$ cat config.mk
export PLATFORM = sky130hd
export DESIGN_NAME = mem_port_arbiter_flat
export DESIGN_NICKNAME = d
export VERILOG_FILES = /design/src/rtl/mips_mem_pkg.sv /design/src/rtl/mem_port_arbiter_if.sv /design/src/rtl/mem_arb_pick.sv /design/src/rtl/mem_port_arbiter.sv /design/src/flat_wrapper.sv
export SDC_FILE = /design/constraint.sdc
export NUM_CORES = 1
export LEC_CHECK = 0
export ABC_AREA = 0
export BUFFER_PORTS_ARGS = -buffer_cell sky130_fd_sc_hd__buf_4
export CORE_MARGIN = 2
export CORE_UTILIZATION = 48
export CTS_BUF_LIST = sky130_fd_sc_hd__clkbuf_4 sky130_fd_sc_hd__clkbuf_8
export DETAILED_ROUTE_END_ITERATION = 8
export PLACE_DENSITY = 0.84
export SETUP_SLACK_MARGIN = 0.02
export SLEW_MARGIN = 0
export SYNTH_ARGS = -nofsm -noshare
export SYNTH_HDL_FRONTEND = slang
export SYNTH_SLANG_ARGS = --single-unit
$ cat constraint.sdc
create_clock -name clk -period 5.8 [get_ports clk]
set_input_delay 0.58 -clock clk [delete_from_list [all_inputs] [get_ports clk]]
set_output_delay 0.58 -clock clk [all_outputs]
set_load 0.02 [all_outputs]
$ cat src/rtl/mips_mem_pkg.sv
// ============================================================================
//  mips_mem_pkg
//  Shared types and width helpers for the unified-memory port arbiter.
//  Revision: 1.0
// ============================================================================
`default_nettype none

package mips_mem_pkg;

    localparam int DATA_W = 32;
    localparam int ADDR_W = 32;

    typedef enum logic [1:0] {
        IDLE  = 2'd0,
        ISSUE = 2'd1,
        WAIT  = 2'd2,
        RESP  = 2'd3
    } arb_state_t;

    typedef enum logic {
        GNT_IF = 1'b0,
        GNT_D  = 1'b1
    } grant_t;

    // Bits needed to hold 0..maxval, never less than one.
    function automatic int cnt_width(input int maxval);
        return (maxval > 1) ? $clog2(maxval + 1) : 1;
    endfunction

endpackage

`default_nettype wire

$ cat src/rtl/mem_port_arbiter_if.sv
// ============================================================================
//  mem_port_arbiter_if
//  Fetch, data and memory-side signals of the port arbiter.
//  Revision: 1.0
// ============================================================================
`default_nettype none

interface mem_port_arbiter_if;
    import mips_mem_pkg::*;

    logic              if_req;
    logic [ADDR_W-1:0] if_addr;
    logic [DATA_W-1:0] if_rdata;
    logic              if_done;

    logic              d_req;
    logic              d_we;
    logic [ADDR_W-1:0] d_addr;
    logic [DATA_W-1:0] d_wdata;
    logic [DATA_W-1:0] d_rdata;
    logic              d_done;

    logic              mem_req;
    logic              mem_we;
    logic [ADDR_W-1:0] mem_addr;
    logic [DATA_W-1:0] mem_wdata;
    logic [DATA_W-1:0] mem_rdata;

    logic              stall_if;
    logic              stall_d;

    // Arbiter side
    modport slave (
        input  if_req, if_addr, d_req, d_we, d_addr, d_wdata, mem_rdata,
        output if_rdata, if_done, d_rdata, d_done,
        output mem_req, mem_we, mem_addr, mem_wdata,
        output stall_if, stall_d
    );

    // Pipeline ports and memory side
    modport master (
        output if_req, if_addr, d_req, d_we, d_addr, d_wdata, mem_rdata,
        input  if_rdata, if_done, d_rdata, d_done,
        input  mem_req, mem_we, mem_addr, mem_wdata,
        input  stall_if, stall_d
    );

endinterface

`default_nettype wire

$ cat src/rtl/mem_arb_pick.sv
// ============================================================================
//  mem_arb_pick
//  Combinational grant picker: data port first unless IF has been starved.
//  Revision: 1.0
// ============================================================================
`default_nettype none

module mem_arb_pick
    import mips_mem_pkg::*;
#(
    parameter int STARVE_MAX = 4,
    parameter int CNT_W      = 3
) (
    input  logic             if_req,
    input  logic             d_req,
    input  logic [CNT_W-1:0] starve_cnt,
    output grant_t           grant,
    output logic             valid
);

    always_comb begin
        valid = if_req | d_req;
        grant = GNT_D;
        if (if_req && (!d_req || (starve_cnt == CNT_W'(STARVE_MAX)))) begin
            grant = GNT_IF;
        end
    end

endmodule

`default_nettype wire

$ cat src/rtl/mem_port_arbiter.sv
// ============================================================================
//  mem_port_arbiter
//  Shares one fixed-latency single-port memory between fetch and data ports.
//  Revision: 1.0
// ============================================================================
`default_nettype none

module mem_port_arbiter
    import mips_mem_pkg::*;
#(
    parameter int MEM_LAT    = 2,
    parameter int STARVE_MAX = 4
) (
    input  logic               clk,
    input  logic               reset,
    mem_port_arbiter_if.slave  bus
);

    localparam int WAIT_W   = cnt_width(MEM_LAT - 1);
    localparam int STARVE_W = cnt_width(STARVE_MAX);

    arb_state_t          r_state;
    arb_state_t          w_next_state;
    grant_t              r_grant;
    logic                r_we;
    logic [ADDR_W-1:0]   r_addr;
    logic [DATA_W-1:0]   r_wdata;
    logic [WAIT_W-1:0]   r_wait_cnt;
    logic [STARVE_W-1:0] r_starve_cnt;
    logic [DATA_W-1:0]   r_if_rdata;
    logic [DATA_W-1:0]   r_d_rdata;

    grant_t              w_pick_grant;
    logic                w_pick_valid;
    logic                w_grant_now;
    logic                w_capture;

    mem_arb_pick #(
        .STARVE_MAX (STARVE_MAX),
        .CNT_W      (STARVE_W)
    ) u_pick (
        .if_req     (bus.if_req),
        .d_req      (bus.d_req),
        .starve_cnt (r_starve_cnt),
        .grant      (w_pick_grant),
        .valid      (w_pick_valid)
    );

    assign w_grant_now = (r_state == IDLE) && w_pick_valid;
    assign w_capture   = (r_state == WAIT) && (r_wait_cnt == '0);

    always_ff @(posedge clk or posedge reset) begin
        if (reset) begin
            r_state <= IDLE;
        end else begin
            r_state <= w_next_state;
        end
    end

    always_comb begin
        w_next_state = r_state;
        case (r_state)
            IDLE:    if (w_pick_valid) w_next_state = ISSUE;
            ISSUE:   w_next_state = r_we ? RESP : WAIT;
            WAIT:    if (r_wait_cnt == '0) w_next_state = RESP;
            RESP:    w_next_state = IDLE;
            default: w_next_state = IDLE;
        endcase
    end

    always_ff @(posedge clk or posedge reset) begin
        if (reset) begin
            r_grant    <= GNT_IF;
            r_we       <= 1'b0;
            r_addr     <= '0;
            r_wdata    <= '0;
            r_wait_cnt <= '0;
            r_if_rdata <= '0;
            r_d_rdata  <= '0;
        end else begin
            // Address and write data are frozen at grant; later port changes are ignored.
            if (w_grant_now) begin
                r_grant <= w_pick_grant;
                if (w_pick_grant == GNT_D) begin
                    r_we    <= bus.d_we;
                    r_addr  <= bus.d_addr;
                    r_wdata <= bus.d_wdata;
                end else begin
                    r_we    <= 1'b0;
                    r_addr  <= bus.if_addr;
                end
            end

            if (r_state == ISSUE) begin
                r_wait_cnt <= WAIT_W'(MEM_LAT - 1);
            end else if ((r_state == WAIT) && (r_wait_cnt != '0)) begin
                r_wait_cnt <= r_wait_cnt - 1'b1;
            end

            if (w_capture) begin
                if (r_grant == GNT_IF) begin
                    r_if_rdata <= bus.mem_rdata;
                end else begin
                    r_d_rdata  <= bus.mem_rdata;
                end
            end
        end
    end

    // Counts data grants taken while fetch is waiting; saturates at STARVE_MAX.
    always_ff @(posedge clk or posedge reset) begin
        if (reset) begin
            r_starve_cnt <= '0;
        end else if (!bus.if_req) begin
            r_starve_cnt <= '0;
        end else if (w_grant_now) begin
            if (w_pick_grant == GNT_IF) begin
                r_starve_cnt <= '0;
            end else if (r_starve_cnt != STARVE_W'(STARVE_MAX)) begin
                r_starve_cnt <= r_starve_cnt + 1'b1;
            end
        end
    end

    assign bus.mem_req   = (r_state == ISSUE);
    assign bus.mem_we    = (r_state == ISSUE) && r_we;
    assign bus.mem_addr  = r_addr;
    assign bus.mem_wdata = r_wdata;

    assign bus.if_done   = (r_state == RESP) && (r_grant == GNT_IF);
    assign bus.d_done    = (r_state == RESP) && (r_grant == GNT_D);
    assign bus.if_rdata  = r_if_rdata;
    assign bus.d_rdata   = r_d_rdata;

    assign bus.stall_if  = bus.if_req && !bus.if_done;
    assign bus.stall_d   = bus.d_req  && !bus.d_done;

endmodule

`default_nettype wire

$ cat src/flat_wrapper.sv
// flat-port wrapper written by rule: the top's interface ports become plain ports
module mem_port_arbiter_flat import mips_mem_pkg::*;
#(
    parameter int MEM_LAT    = 2,
    parameter int STARVE_MAX = 4
)
  (clk, reset, bus_if_req, bus_if_addr, bus_d_req, bus_d_we, bus_d_addr, bus_d_wdata, bus_mem_rdata, bus_if_rdata, bus_if_done, bus_d_rdata, bus_d_done, bus_mem_req, bus_mem_we, bus_mem_addr, bus_mem_wdata, bus_stall_if, bus_stall_d);
  mem_port_arbiter_if bus_i ();
  input  logic clk;
  input  logic reset;
  input wire logic [$bits(bus_i.if_req)-1:0] bus_if_req;
  input wire logic [$bits(bus_i.if_addr)-1:0] bus_if_addr;
  input wire logic [$bits(bus_i.d_req)-1:0] bus_d_req;
  input wire logic [$bits(bus_i.d_we)-1:0] bus_d_we;
  input wire logic [$bits(bus_i.d_addr)-1:0] bus_d_addr;
  input wire logic [$bits(bus_i.d_wdata)-1:0] bus_d_wdata;
  input wire logic [$bits(bus_i.mem_rdata)-1:0] bus_mem_rdata;
  output wire logic [$bits(bus_i.if_rdata)-1:0] bus_if_rdata;
  output wire logic [$bits(bus_i.if_done)-1:0] bus_if_done;
  output wire logic [$bits(bus_i.d_rdata)-1:0] bus_d_rdata;
  output wire logic [$bits(bus_i.d_done)-1:0] bus_d_done;
  output wire logic [$bits(bus_i.mem_req)-1:0] bus_mem_req;
  output wire logic [$bits(bus_i.mem_we)-1:0] bus_mem_we;
  output wire logic [$bits(bus_i.mem_addr)-1:0] bus_mem_addr;
  output wire logic [$bits(bus_i.mem_wdata)-1:0] bus_mem_wdata;
  output wire logic [$bits(bus_i.stall_if)-1:0] bus_stall_if;
  output wire logic [$bits(bus_i.stall_d)-1:0] bus_stall_d;
  assign bus_i.if_req = bus_if_req;
  assign bus_i.if_addr = bus_if_addr;
  assign bus_i.d_req = bus_d_req;
  assign bus_i.d_we = bus_d_we;
  assign bus_i.d_addr = bus_d_addr;
  assign bus_i.d_wdata = bus_d_wdata;
  assign bus_i.mem_rdata = bus_mem_rdata;
  assign bus_if_rdata = bus_i.if_rdata;
  assign bus_if_done = bus_i.if_done;
  assign bus_d_rdata = bus_i.d_rdata;
  assign bus_d_done = bus_i.d_done;
  assign bus_mem_req = bus_i.mem_req;
  assign bus_mem_we = bus_i.mem_we;
  assign bus_mem_addr = bus_i.mem_addr;
  assign bus_mem_wdata = bus_i.mem_wdata;
  assign bus_stall_if = bus_i.stall_if;
  assign bus_stall_d = bus_i.stall_d;
  mem_port_arbiter #(.MEM_LAT(MEM_LAT), .STARVE_MAX(STARVE_MAX)) u_core (.clk(clk), .reset(reset), .bus(bus_i));
endmodule
Word level (Yosys, flattened, before mapping)
Cells that the tools add are included.
{"block": "classes", "add_sub_neg": 2, "n_eq_ne": 9, "n_mux": 13, "bitwise_logic": 4, "reduce_logical": 20}
{"cell": "$mux W32", "count": 1}
{"cell": "$mux W3", "count": 4}
{"cell": "$reduce_and A2 Y1", "count": 5}
{"cell": "$logic_and A1 B1 Y1", "count": 9}
{"cell": "$pmux W2 S4", "count": 1}
{"cell": "$mux W1", "count": 5}
{"cell": "$eq A2 B2 Y1 const B", "count": 2}
{"cell": "$mux W2", "count": 2}
{"cell": "$ne A2 B1 Y1 const B", "count": 2}
{"cell": "$add A3 B1 Y3 const B", "count": 1}
{"cell": "$eq A3 B3 Y1 const B", "count": 1}
{"cell": "$logic_not A1 Y1", "count": 3}
{"cell": "$ne A3 B1 Y1 const B", "count": 1}
{"cell": "$ne A3 B3 Y1 const B", "count": 1}
{"cell": "$not A1 Y1", "count": 3}
{"cell": "$eq A2 B1 Y1 const B", "count": 1}
{"cell": "$logic_not A2 Y1", "count": 1}
{"cell": "$ne A2 B2 Y1 const B", "count": 1}
{"cell": "$reduce_bool A2 Y1", "count": 1}
{"cell": "$logic_or A1 B1 Y1", "count": 1}
{"cell": "$or A1 B1 Y1", "count": 1}
{"cell": "$sub A1 B1 Y1 const B", "count": 1}
{"block": "totals", "register_bits": 136, "inputBits": 133, "output_inout_bits": 134, "wordCells": 57}

Longest topological paths before layout
{"block": "depth", "ltp_word": 6, "depth_mapped": 8, "depth_no_buf": 5}

Hierarchy
From an unflattened synthesis, not the netlist that was laid out.
{"block": "unflattened", "cells_unflattened": 403, "area_unflattened_um2": 5560.3}
{"mod": "mem_port_arbiter", "instances": 1, "cells_per_inst": 399, "area_per_inst_um2": 5532.8, "seq_area_each_um2": 3403.3}
{"mod": "mem_arb_pick", "instances": 1, "cells_per_inst": 4, "area_per_inst_um2": 27.5, "seq_area_each_um2": 0.0}

Worst setup path after synthesis
Ideal clock, no wire load.
{"block": "synth_path", "kind": "input to output", "start": "input bus_if_req", "end": "output bus_stall_if", "arrival_ps": 1479, "t_required_ps": 5220, "setup_slack_ps": 3741, "path_stages": 3, "n_path_buf": 2, "cell_sequence": "clkbuf_1 -> clkbuf_1 -> nor2b_1"}
{"block": "synth_via", "elab_chain_len": 1}
{"element": "start, declared", "line": "flat_wrapper.sv:11", "rtl": "input wire logic [$bits(bus_i.if_req)-1:0] bus_if_req;"}
{"element": "$logic_and A1 B1 Y1", "line": "mem_port_arbiter.sv:135", "rtl": "assign bus.stall_if = bus.if_req && !bus.if_done;"}
{"element": "end, declared", "line": "flat_wrapper.sv:26", "rtl": "output wire logic [$bits(bus_i.stall_if)-1:0] bus_stall_if;"}
Every way passes these cells.

Worst setup path after layout
{"block": "layout_path", "start": "register u_core.r_starve_cnt[0]", "end": "register u_core.r_addr[8] (netlist: u_core.bus.mem_addr[8])"}
{"block": "layout_via", "elab_chain_len": 4}
{"element": "start, declared", "line": "mem_port_arbiter.sv:29", "rtl": "logic [STARVE_W-1:0] r_starve_cnt;"}
{"element": "start signal, assigned", "line": "mem_port_arbiter.sv:120", "rtl": "r_starve_cnt <= r_starve_cnt + 1'b1;"}
{"element": "$eq A3 B3 Y1", "line": "mem_arb_pick.sv:24", "rtl": "if (if_req && (!d_req || (starve_cnt == CNT_W'(STARVE_MAX)))) begin"}
{"element": "$logic_or A1 B1 Y1", "line": "mem_arb_pick.sv:24"}
{"element": "$logic_and A1 B1 Y1", "line": "mem_arb_pick.sv:24"}
{"element": "$mux W32", "line": "mem_port_arbiter.sv:84", "rtl": "if (w_pick_grant == GNT_D) begin"}
{"element": "end signal, assigned", "line": "mem_port_arbiter.sv:86", "rtl": "r_addr <= bus.d_addr;"}
{"element": "end signal, assigned", "line": "mem_port_arbiter.sv:90", "rtl": "r_addr <= bus.if_addr;"}
{"element": "end, declared", "line": "mem_port_arbiter.sv:26", "rtl": "logic [ADDR_W-1:0] r_addr;"}
Every way passes these cells.
A chain may end at the register's enable or synchronous reset.

==> results.json <==
{
  "outcome": "finished clean",
  "setup-violations-final": 0,
  "critPathMaxFanout": 34,
  "synth.top_cell.area_share_pct": 58.7,
  "antenna_left": 0,
  "initial_utilization_pct": 48.7,
  "synthMuxAreaShare_pct": 20.8,
  "rsz0062_at_grt": "no",
  "critical_path_arrival_ns": 2.89,
  "firstDrtPassIters": 4,
  "synthesis.nets": 582,
  "cts_tree": "yes",
  "power_density_nw_per_um2": 613,
  "synth-compound-area-share_pct": 5.80,
  "fin_skew_ns": 0.0108,
  "hold_viol": 0,
  "drc": 0,
  "crit_cells": 5,
  "path_delay_family": "simple AND/OR/NAND/NOR gates",
  "antenna_cells": 0,
  "r2r-start": "u_core.r_starve_cnt[0]$_DFFE_PP0P_",
  "dieArea_um2": 13000,
  "ys_ff_latch": 136,
  "synthAdderAreaFrac_pct": 1.29,
  "num_rows": 40,
  "final_cells": 858,
  "tightest_slew_ns": 1.33,
  "placed_cells": 827,
  "endpoint_kind": "flop",
  "port_buffers": 266,
  "cts_max_level": 4,
  "cap_viol_max_count": 0,
  "path_class": "reg2reg",
  "ys_seq_area_share_pct": 58.7,
  "antenna_found_initial": 0,
  "leakage_nw": 4.04,
  "gpl.final_weighted_congestion": 0.826,
  "synth-xor-area-share_pct": 0.151,
  "syn_inst": 443,
  "io_pins": 267,
  "startpoint": "u_core.r_starve_cnt[0]$_DFFE_PP0P_",
  "ir_drop_mv": 0.278,
  "die_w_um": 114,
  "cts_made_buffers": 17,
  "yosys.area_share.simple_pct": 9.47,
  "ctsRootBufferMaster": "clkbuf_8",
  "crit_slowest_cell": "and2_1",
  "path_cells": "inv_1 > ha_1 > a21bo_2 > and2_1 > o211ai_1",
  "cts_resized": 0,
  "final_util_pct": 69.7,
  "fin_crit_ns": 2.64,
  "whs_ns": 0.265,
  "final_layout_size_suffix_gt1_share_pct": 56.7,
  "clock-sinks": 136,
  "globalRouteOverflowTotal": 0,
  "design_area_um2": 8300,
  "finalPower_mw": 5.09,
  "drt-wirelength-per-cell_um": 17.3,
  "report.final.slew_viol_count": 0,
  "grt_max_degree": 79,
  "grt_pass1_wl_um": 23300,
  "viasPerCell": 5.27,
  "worst_ep_required_time_ns": 6.05,
  "cts-hold-fix-buffers": 0,
  "ff2ff_setup_slack_ns": 3.16,
  "dp.final_hpwl_um": 10800,
  "synth_top_family_by_area": "multiplexers",
  "place_ws_ns": 3.01,
  "wirelength_um": 14900,
  "slew_headroom_pct": 11.1,
  "grt_usage_pct": 22.9,
  "clk_pin_slew_ns": 0.07,
  "netlist-cell-type-count": 32,
  "grt_pass1_vias": 4640,
  "fmax_ghz": 0.379,
  "fp.coreArea_um2": 11900,
  "clk_path_buf_depth": 2,
  "rr_worst_depth": 5,
  "setup_tns_ns": 0,
  "critPathBufInv": 1,
  "syn-mean-instance-area_um2": 13.1,
  "clk_latency_ns": 0.43,
  "synth.area.top_cells": "dfrtp_1, mux2_2, mux2_4",
  "synth_top_area_cell": "dfrtp_1",
  "vias": 4522,
  "crit_end": "u_core.bus.mem_addr[8]$_DFFE_PP0P_",
  "yosys_warnings": 0,
  "slowest_delay_ns": 1.01,
  "fin_nets": 838,
  "drtIter0Drc": 220,
  "post_cts_buffers": 0,
  "worst_r2r_endpoint": "u_core.bus.mem_addr[8]$_DFFE_PP0P_",
  "dpl_cell_area_um2": 7840,
  "syn_area_um2": 5800,
  "die_h_um": 114,
  "worst_slack_ns": 3.16,
  "startpoint_type": "flop",
  "area_delta_synth_final_pct": 43.0,
  "hold_class": "in2async",
  "min_period_over_period_pct": 45.5
}
==> cells in the mapped netlist (all sizes together) <==
cell,number
dfrtp,136
mux2,97
nand2,69
nand4,32
o211ai,32
clkbuf,18
buf,15
inv,8
ha,6
nor2,5
and2,4
nor2b,3
o21a,3
nor3,2
o21ai,2
a21bo,1
a21o,1
a21oi,1
a221o,1
a22o,1
and3,1
o22ai,1
o31ai,1
o32ai,1
or3,1
xnor2,1
==> state kept, by name, summed over array words and instances, names as in the netlist <==
name and flops:
u_core.bus.mem_addr 32, u_core.r_wait_cnt 1, u_core.bus.if_rdata 32, u_core.r_grant 1, u_core.r_we 1, u_core.bus.d_rdata 32, u_core.r_state 2, u_core.bus.mem_wdata 32
u_core.r_starve_cnt 3
==> cell type report <==
class	count	area (µm²)
clock buffer	25	325
clock inverter	6	136
fill	822	3610
inverter	8	32.5
multi-input combinational	266	2190
sequential	136	3400
tap	147	184
timing repair buffer	270	2030
==> per-layer routing <==
layer / share of wire [%] / vias up / global-route usage (%) / routed length, µm
li1: - / 2082 / - / -
met3: 8.2 / 16 / 7.81 / 1220
met1: 41 / 2200 / 28.1 / 6080
met5: 0 / - / 0 / 0
met2: 50 / 224 / 38.6 / 7400
met4: 1.2 / 0 / 6.50 / 186
==> power by group <==
part,switching [mW],total [mW],internal (mW)
logic,1.28,2.48,1.20
registers,0.293,1.72,1.43
clock network,0.345,0.886,0.540
total,1.92,5.09,3.17
==> worst min path at each step <==
stage                     slack [ns]                                start                              endpoint  cells past startpoint
after CTS                       0.28                                reset  u_core.bus.mem_wdata[22]$_DFFE_PP0P_                      2
after floorplan                 0.47              u_core.r_we$_DFFE_PP0P_               u_core.r_we$_DFFE_PP0P_                      2
after global placement          0.47  u_core.bus.if_rdata[31]$_DFFE_PP0P_   u_core.bus.if_rdata[31]$_DFFE_PP0P_                      1
after detailed placement        0.49  u_core.bus.mem_addr[27]$_DFFE_PP0P_   u_core.bus.mem_addr[27]$_DFFE_PP0P_                      2
after global routing            0.29                                reset  u_core.bus.mem_wdata[22]$_DFFE_PP0P_                      2
final                           0.27                                reset  u_core.bus.mem_wdata[22]$_DFFE_PP0P_                      2
==> cells by family (layout without fill, tap and decap cells) <==
group                    count (synthesis)  after routing
adder cells (fa/ha/maj)                  6              6
AO/OA/AOI/OAI                           45             45
buffers and inverters                   41            309
XOR/XNOR                                 1              1
flip-flops                             136            136
AND/OR/NAND/NOR                        117            117
multiplexers                            97             97
==> cell usage in the layout, fill, tap and decap left out, drive strengths merged, types with 2 or more instances in the layout <==
cell | netlist | routed
and2 | 4 | 4
buf | 15 | 270
bufinv | 0 | 4
clkbuf | 18 | 25
dfrtp | 136 | 136
ha | 6 | 6
inv | 8 | 8
mux2 | 97 | 97
nand2 | 69 | 69
nand4 | 32 | 32
nor2 | 5 | 5
nor2b | 3 | 3
nor3 | 2 | 2
o211ai | 32 | 32
o21a | 3 | 3
o21ai | 2 | 2
==> worst register-to-register path, delay by kind of cell (launching register included) <==
family / cells / cell delay (ns)
AO/OA/AOI/OAI: 2 / 0.81
flip-flops: 1 / 0.40
buffers and inverters: 1 / 0.08
AND/OR/NAND/NOR: 1 / 1.02
adder cells (fa/ha/maj): 1 / 0.16
(Power assumes the default switching activity.)
